--- config.mk ---
export PLATFORM = sky130hd
export DESIGN_NAME = code_packer
export DESIGN_NICKNAME = d
export VERILOG_FILES = /design/src/rtl/code_packer.sv
export SDC_FILE = /design/constraint.sdc
export NUM_CORES = 1
export LEC_CHECK = 0
export ABC_AREA = 1
export BUFFER_PORTS_ARGS = -buffer_cell sky130_fd_sc_hd__buf_2
export CAP_MARGIN = 25
export CORE_UTILIZATION = 25
export CTS_CLUSTER_SIZE = 30
export DETAILED_ROUTE_END_ITERATION = 6
export PLACE_DENSITY_LB_ADDON = 0.08
export SLEW_MARGIN = 20
export SYNTH_ARGS = -nofsm -noshare
export SYNTH_HDL_FRONTEND = slang
export SYNTH_SLANG_ARGS = --single-unit
--- constraint.sdc ---
create_clock -name clk -period 5.05 [get_ports clk]
set_input_delay 1.01 -clock clk [delete_from_list [all_inputs] [get_ports clk]]
set_output_delay 1.01 -clock clk [all_outputs]
set_load 0.05 [all_outputs]
--- src/rtl/code_packer.sv ---
// code_packer: packs a stream of 12-bit LZW codes into bytes, two codes per
// three bytes, with a small input FIFO, ready/valid handshakes on both sides
// and a flush-driven end-of-stream sequence (odd trailing code padded).
module code_packer #(
  parameter int unsigned HASH_WIDTH = 12,
  parameter int unsigned FIFO_DEPTH = 4
) (
  input  logic                  clk,
  input  logic                  rst,
  input  logic [HASH_WIDTH-1:0] code_in,
  input  logic                  code_valid,
  output logic                  code_ready,
  input  logic                  flush,
  output logic [7:0]            byte_out,
  output logic                  byte_valid,
  input  logic                  byte_ready,
  output logic                  done,
  output logic [15:0]           byte_count
);

  localparam int unsigned AW       = $clog2(FIFO_DEPTH);
  localparam logic [AW:0] FULL_CNT = (AW + 1)'(FIFO_DEPTH);

  typedef enum logic [2:0] {
    IDLE,
    BYTE0,
    WAIT_B,
    BYTE1,
    BYTE2,
    PAD,
    DONE
  } state_t;

  state_t state_q, state_d;

  // input FIFO storage and bookkeeping
  logic [HASH_WIDTH-1:0] mem [FIFO_DEPTH];
  logic [AW-1:0]         wr_ptr, rd_ptr;
  logic [AW:0]           fill;
  logic                  fifo_empty, fifo_full;
  logic                  push, pop;
  logic [HASH_WIDTH-1:0] head;

  logic                  flush_q;
  logic                  xfer;

  // partial-byte holding registers between the two codes of a pair
  logic [3:0]            a_lo_q, a_lo_d;
  logic [7:0]            b_lo_q, b_lo_d;
  logic [7:0]            byte_d;
  logic                  valid_d;
  logic                  load_a;

  assign fifo_empty = (fill == '0);
  assign fifo_full  = (fill == FULL_CNT);
  assign head       = mem[rd_ptr];

  assign code_ready = !fifo_full && !flush_q;
  assign push       = code_valid && code_ready;
  assign xfer       = byte_valid && byte_ready;
  assign done       = (state_q == DONE);

  // FIFO storage: written on every accepted code, no reset needed
  always_ff @(posedge clk) begin
    if (push) begin
      mem[wr_ptr] <= code_in;
    end
  end

  // FIFO pointers and occupancy; pointers wrap naturally at FIFO_DEPTH
  always_ff @(posedge clk or posedge rst) begin
    if (rst) begin
      wr_ptr <= '0;
      rd_ptr <= '0;
      fill   <= '0;
    end else begin
      if (push) begin
        wr_ptr <= wr_ptr + 1'b1;
      end
      if (pop) begin
        rd_ptr <= rd_ptr + 1'b1;
      end
      case ({push, pop})
        2'b10:   fill <= fill + 1'b1;
        2'b01:   fill <= fill - 1'b1;
        default: fill <= fill;
      endcase
    end
  end

  // end-of-stream latch; once set it stays until reset
  always_ff @(posedge clk or posedge rst) begin
    if (rst) begin
      flush_q <= 1'b0;
    end else if (flush && state_q != DONE) begin
      flush_q <= 1'b1;
    end
  end

  // FSM state register
  always_ff @(posedge clk or posedge rst) begin
    if (rst) begin
      state_q <= IDLE;
    end else begin
      state_q <= state_d;
    end
  end

  // FSM next-state logic
  always_comb begin
    state_d = state_q;
    case (state_q)
      IDLE: begin
        if (!fifo_empty) begin
          state_d = BYTE0;
        end else if (flush_q) begin
          state_d = DONE;
        end
      end
      BYTE0: begin
        if (xfer) begin
          state_d = WAIT_B;
        end
      end
      WAIT_B: begin
        if (!fifo_empty) begin
          state_d = BYTE1;
        end else if (flush_q) begin
          state_d = PAD;
        end
      end
      BYTE1: begin
        if (xfer) begin
          state_d = BYTE2;
        end
      end
      // BYTE2 chains straight into the next pair, so it mirrors IDLE's choice
      BYTE2: begin
        if (xfer) begin
          if (!fifo_empty) begin
            state_d = BYTE0;
          end else if (flush_q) begin
            state_d = DONE;
          end else begin
            state_d = IDLE;
          end
        end
      end
      PAD: begin
        if (xfer) begin
          state_d = DONE;
        end
      end
      DONE:    state_d = DONE;
      default: state_d = IDLE;
    endcase
  end

  // FSM output logic: FIFO pops and next values for the byte registers
  always_comb begin
    pop     = 1'b0;
    load_a  = 1'b0;
    byte_d  = byte_out;
    valid_d = byte_valid;
    a_lo_d  = a_lo_q;
    b_lo_d  = b_lo_q;
    case (state_q)
      IDLE: begin
        if (!fifo_empty) begin
          load_a = 1'b1;
        end
      end
      BYTE0: begin
        if (xfer) begin
          valid_d = 1'b0;
        end
      end
      WAIT_B: begin
        if (!fifo_empty) begin
          pop     = 1'b1;
          byte_d  = {a_lo_q, head[11:8]};
          b_lo_d  = head[7:0];
          valid_d = 1'b1;
        end else if (flush_q) begin
          byte_d  = {a_lo_q, 4'h0};
          valid_d = 1'b1;
        end
      end
      BYTE1: begin
        if (xfer) begin
          byte_d = b_lo_q;
        end
      end
      BYTE2: begin
        if (xfer) begin
          if (!fifo_empty) begin
            load_a = 1'b1;
          end else begin
            valid_d = 1'b0;
          end
        end
      end
      PAD: begin
        if (xfer) begin
          valid_d = 1'b0;
        end
      end
      DONE:    valid_d = 1'b0;
      default: valid_d = 1'b0;
    endcase
    // first code of a pair: IDLE and a completed BYTE2 share this action
    if (load_a) begin
      pop     = 1'b1;
      byte_d  = head[11:4];
      a_lo_d  = head[3:0];
      valid_d = 1'b1;
    end
  end

  // output byte register, pair holding registers and transfer counter
  always_ff @(posedge clk or posedge rst) begin
    if (rst) begin
      byte_out   <= '0;
      byte_valid <= 1'b0;
      a_lo_q     <= '0;
      b_lo_q     <= '0;
      byte_count <= '0;
    end else begin
      byte_out   <= byte_d;
      byte_valid <= valid_d;
      a_lo_q     <= a_lo_d;
      b_lo_q     <= b_lo_d;
      if (xfer) begin
        byte_count <= byte_count + 16'd1;
      end
    end
  end

endmodule
* Word-level counts from Yosys, hierarchy flattened
Memories as Yosys holds them, arrays and structs flattened.
Cells that the tools add are included.
** Storage, ports and cells
- Memory bits (writable) :: 48
- Word-level logic and storage cells :: 86
- Output and inout bits :: 27
- Bits in registers :: 48
- Memories kept :: 1
- Input port bits :: 17
** Memory list
- mem :: depth 4, width 12, rd ports 1, clocked after Yosys merged registers in 0, wr ports 1, line 37 : logic [HASH_WIDTH-1:0] mem [FIFO_DEPTH];
** Cells by class
- $add $sub $neg :: 5
- Reduce and logical (&&, ||, !) cells :: 16
- Eq/ne operators :: 22
- Multiplexer cells :: 31
- Bitwise logic cells :: 1
** Operator list (number)
- $mux 8 :: 4
- $mux 3 :: 10
- $pmux 3 s7 :: 1
- $ne 3x3->1 const B :: 6
- $add 16x1->16 const B :: 1
- $pmux 8 s2 :: 1
- $eq 3x3->1 const B :: 4
- $mux 1 :: 12
- $ne 2x2->1 const B :: 4
- $eq 3x2->1 const B :: 2
- $logic_not 3->1 :: 2
- $pmux 3 s2 :: 1
- $reduce_and 6->1 :: 1
- $reduce_and 5->1 :: 1
- $add 2x1->2 const B :: 2
- $logic_and 1x1->1 :: 4
- $ne 4x4->1 const B :: 1
- $pmux 1 s4 :: 1
- $reduce_or 2->1 :: 2
- $add 3x1->3 const B :: 1
- $eq 3x1->1 const B :: 1
- $ne 3x1->1 const B :: 1
- $reduce_and 3->1 :: 1
- $reduce_bool 3->1 :: 1
- other kinds (9) :: 10

* Longest topological paths before layout
- Word-level depth :: 7
- Gate-level depth with buffers :: 11
- Depth with buffers taken out :: 11

* Worst setup path before layout
OpenSTA, ideal clock, no wires.
- Path kind :: register to output
- Start point :: register state_q[2]
- End point :: output port done
- Cell stages (with the launch flop) :: 3
- Data arrival time :: 1.666 ns
- Slack :: 2.374 ns
- Cell sequence :: dfrtp_1 -> inv_2 -> nor3_1
** Between the ends
- Cells in the longest elaborated chain, start to end :: 1
** RTL lines
- start: declaration :: line 34 : state_t state_q, state_d;
- start signal: assignment :: line 105 : state_q <= state_d;
- $eq 3x3->1 :: line 61 : assign done = (state_q == DONE);
- end: declaration :: line 17 : output logic done,
Every way passes these cells.

* Final worst setup path
- Start point :: input port byte_ready
- End point :: register fill[2]
** Between the ends
- Cells in the longest elaborated chain, start to end :: 6
- Elaborated cells between the ends (all ways) :: 8
** RTL lines
- start: declaration :: line 16 : input logic byte_ready,
- $logic_and 1x1->1 * :: line 60 : assign xfer = byte_valid && byte_ready;
- $mux 1 * :: line 195 : if (xfer) begin
- $pmux 1 s2 * :: line 167 : case (state_q)
- $mux 1 * :: line 212 : if (load_a) begin
- $eq 2x1->1 / $eq 2x2->1 (equally long branches) :: line 83 : case ({push, pop})
- $pmux 3 s2 / $reduce_bool 2->1 (equally long branches)
- end signal: assignment :: line 84 : 2'b10: fill <= fill + 1'b1;
- end signal: assignment :: line 85 : 2'b01: fill <= fill - 1'b1;
- end signal: assignment :: line 86 : default: fill <= fill;
- end: declaration :: line 39 : logic [AW:0] fill;
Every way passes the cells marked *; elsewhere a longest branch is shown, timed or not.
A chain may end at the register's enable or synchronous reset.

==> results.sh <==
export IMPL_route_detailed_drc=0
export IMPL_hp_class="reg2reg"
export IMPL_clk_latency_ns=0.35
export IMPL_whs_ns=0.476
export IMPL_synth_edff_count=48
export IMPL_yosysTopAreaCell="edfxtp_1"
export IMPL_crit_type="in2reg"
export IMPL_worst_pin_slew_ns=0.789
export IMPL_worstPathRequired_ns=5.28
export IMPL_finalSetupTns_ns=0
export IMPL_setup_viol=0
export IMPL_crit_fanout=24
export IMPL_synth_area_per_cell_um2=9.54
export IMPL_fin_skew_ns=0.00632
export IMPL_grt_ovfl_total=0
export IMPL_viasPerCell=4.28
export IMPL_synth_async_reset_ratio_pct=50.0
export IMPL_die_y_um=134
export IMPL_synth_main_ff_cell="edfxtp_1"
export IMPL_wl_per_cell_um=14.0
export IMPL_antennaDiodeCount=0
export IMPL_core_area_um2=16800
export IMPL_globalplace_congestion=0.754
export IMPL_slowest_stage="nand3_2"
export IMPL_pre_cts_ws_ns=1.85
export IMPL_nets=530
export IMPL_routed_wl_mm=10.2
export IMPL_syn_num_nets=482
export IMPL_fin_crit_sh_pct=55.9
export IMPL_synthTopCellsByCount="nand2_1 (157), dfrtp_1 (48), edfxtp_1 (48), nand3_1 (47), inv_1 (43)"
export IMPL_die_w_um=134
export IMPL_hold_violations=0
export IMPL_slew_limit_headroom_pct=47.3
export IMPL_grt_first_pass_wirelength_mm=16.7
export IMPL_crit_chain="buf_2 -> nand2_2 -> nand2_1 -> nand3_2 -> nand2_2 -> ha_1 -> inv_1 -> fa_1 -> a21oi_1 -> o21ai_0 -> xor2_1"
export IMPL_cts_setup_buffers=0
export IMPL_worstHoldStart="byte_count[15]"
export IMPL_area_growth_pct=17.7
export IMPL_rows=47
export IMPL_status="complete, no violations"
export IMPL_cp_num_buf_inv=2
export IMPL_drtAntennaViolNets=0
export IMPL_rsz0062_at_grt="false"
export IMPL_netlist_area_um2=4370
export IMPL_groute_usage_overall_pct=12.3
export IMPL_ys_seq_area_share_pct=60.5
export IMPL_crit_path_frequent_cell="nand2_2"
export IMPL_fill_cells=1797
export IMPL_cts_made_buffers=9
export IMPL_worst_ep_arrival_time_ns=3.05
export IMPL_syn_inst=458
export IMPL_worst_slack_ns=2.23
export IMPL_cp_startpoint="byte_ready"
export IMPL_dpl_hpwl_mm=6.88
export IMPL_ys_ff_latch=96
export IMPL_yosys_cell_types_count=30
export IMPL_vias=3126
export IMPL_synthTopCellsByArea="edfxtp_1 (33%), dfrtp_1 (27%), nand2_1 (13%), nand3_1 (5.4%), inv_1 (3.7%)"
export IMPL_p_per_area_nw_per_um2=600
export IMPL_fmax_mhz=354
export IMPL_cp_top_family="simple AND/OR/NAND/NOR gates"
export IMPL_regToRegStartpoint="state_q[0]"
export IMPL_drv_cap=0
export IMPL_cts_sinks=96
export IMPL_cts_hold_buf=0
export IMPL_clk_path_buf_depth=2
export IMPL_start_util_pct=26.0
export IMPL_clk_transition_reported_paths_ns=0.07
export IMPL_antenna_found_initial=0
export IMPL_clockRootBuffer="clkbuf_16"
export IMPL_synth_top_area_share_pct=33.0
export IMPL_ioPinCount=44
export IMPL_cts_tree="yes"
export IMPL_critPathLaunchType="input pin"
export IMPL_synth_most_common_cell="nand2_1"
export IMPL_grt_pass1_vias=2980
export IMPL_drt_iter0_markers=155
export IMPL_leakage_uw=0.00238
export IMPL_slew_viol_final=0
export IMPL_cpPeakStageDelay_ns=0.42
export IMPL_drive_gt1_share_pct=16.8
export IMPL_total_power_uw=3090
export IMPL_htree_levels=3
export IMPL_io_buffers=43
export IMPL_dieArea_um2=18000
export IMPL_grt_max_degree=49
export IMPL_drt_pre_antenna_iters=4
export IMPL_cts_resized=0
export IMPL_vdd_drop_max_mv=0.280
export IMPL_yosysWarningCount=0
export IMPL_endpoint_kind="register"
export IMPL_fin_crit_ns=2.82
[routing by layer]
layer	wire length [um]	vias up	GRT usage [%]	part of all wire, %
met5	0	-	0	0
met4	123	0	4.12	1.2
met3	429	8	3.10	4.2
met2	4610	58	19.1	45
met1	5040	1481	16.5	49
li1	-	1579	-	-
[cell usage in the layout, fill, tap and decap left out, types with 2 or more instances in the layout]
| cell | n |
|---|---|
| nor2_1 | 23 |
| clkbuf_16 | 9 |
| nand4_1 | 4 |
| inv_2 | 4 |
| xnor2_1 | 4 |
| nand3_1 | 47 |
| xor2_1 | 12 |
| buf_4 | 6 |
| ha_1 | 6 |
| nor2_4 | 2 |
| nand2_2 | 6 |
| nand2_1 | 157 |
| dfrtp_1 | 48 |
| o22ai_1 | 4 |
| o21ai_0 | 15 |
| nor3_1 | 3 |
| nor2_2 | 4 |
| nand3b_1 | 2 |
| edfxtp_1 | 48 |
| nand2_4 | 2 |
| o21ai_1 | 4 |
| inv_6 | 3 |
| buf_2 | 43 |
| inv_1 | 42 |
| a21oi_1 | 4 |
[cells by family (layout without fill, tap and decap cells)]
group / after synthesis / in the layout / synth area share, %
and+or+nand+nor: 251 / 251 / 24.8
DFF: 96 / 96 / 60.5
buffers and inverters: 58 / 111 / 5.53
AOI/OAI and AO/OA: 29 / 29 / 3.58
xor gates and xnor gates: 16 / 16 / 3.21
adders and majority gates: 7 / 7 / 2.18
muxes: 1 / 1 / 0.258
[cell type report]
class	count	area, um2	share of cell area (%)
multi-input cells	304	1490	28.9
well taps	220	275	5.35
clock buffers	9	225	4.38
clock inverters	7	83.8	1.63
inverters	46	173	3.36
repair buffers	49	260	5.06
flip-flops and latches	96	2640	51.3
[where the power goes]
group / switching [uW] / internal [uW] / total, uW
registers: 135 / 968 / 1100
clock network: 328 / 394 / 722
logic: 903 / 362 / 1260
[path summary, 6_finish.rpt]
path,to,slack [ns],cells after the start
worst max-delay path,fill[2],2.23,11
worst min register to register,byte_count[15],0.48,1
min in group asynchronous,wr_ptr[1],0.81,3
max in group asynchronous,byte_count[6],3.77,3
worst min-delay path,byte_count[15],0.48,1
worst max register to register,fill[2],2.49,9
[through the flow]
step                      cells  utilization (%)  area, um2
final                       731             30.6       5150
after global routing        731             30.6       5150
after CTS                   731             30.6       5150
after detailed placement    715             28.8       4840
after global placement      715             28.8       4840
after floorplan             458                -       4370
[flip-flops by register name, summed over array words and instances, names as in the netlist]
signal	flops
wr_ptr	2
state_q	3
rd_ptr	2
fill	3
byte_valid	1
a_lo_q	4
b_lo_q	8
mem	48
byte_count	16
flush_q	1
byte_out	8
Power figures use the tool's default switching activity.
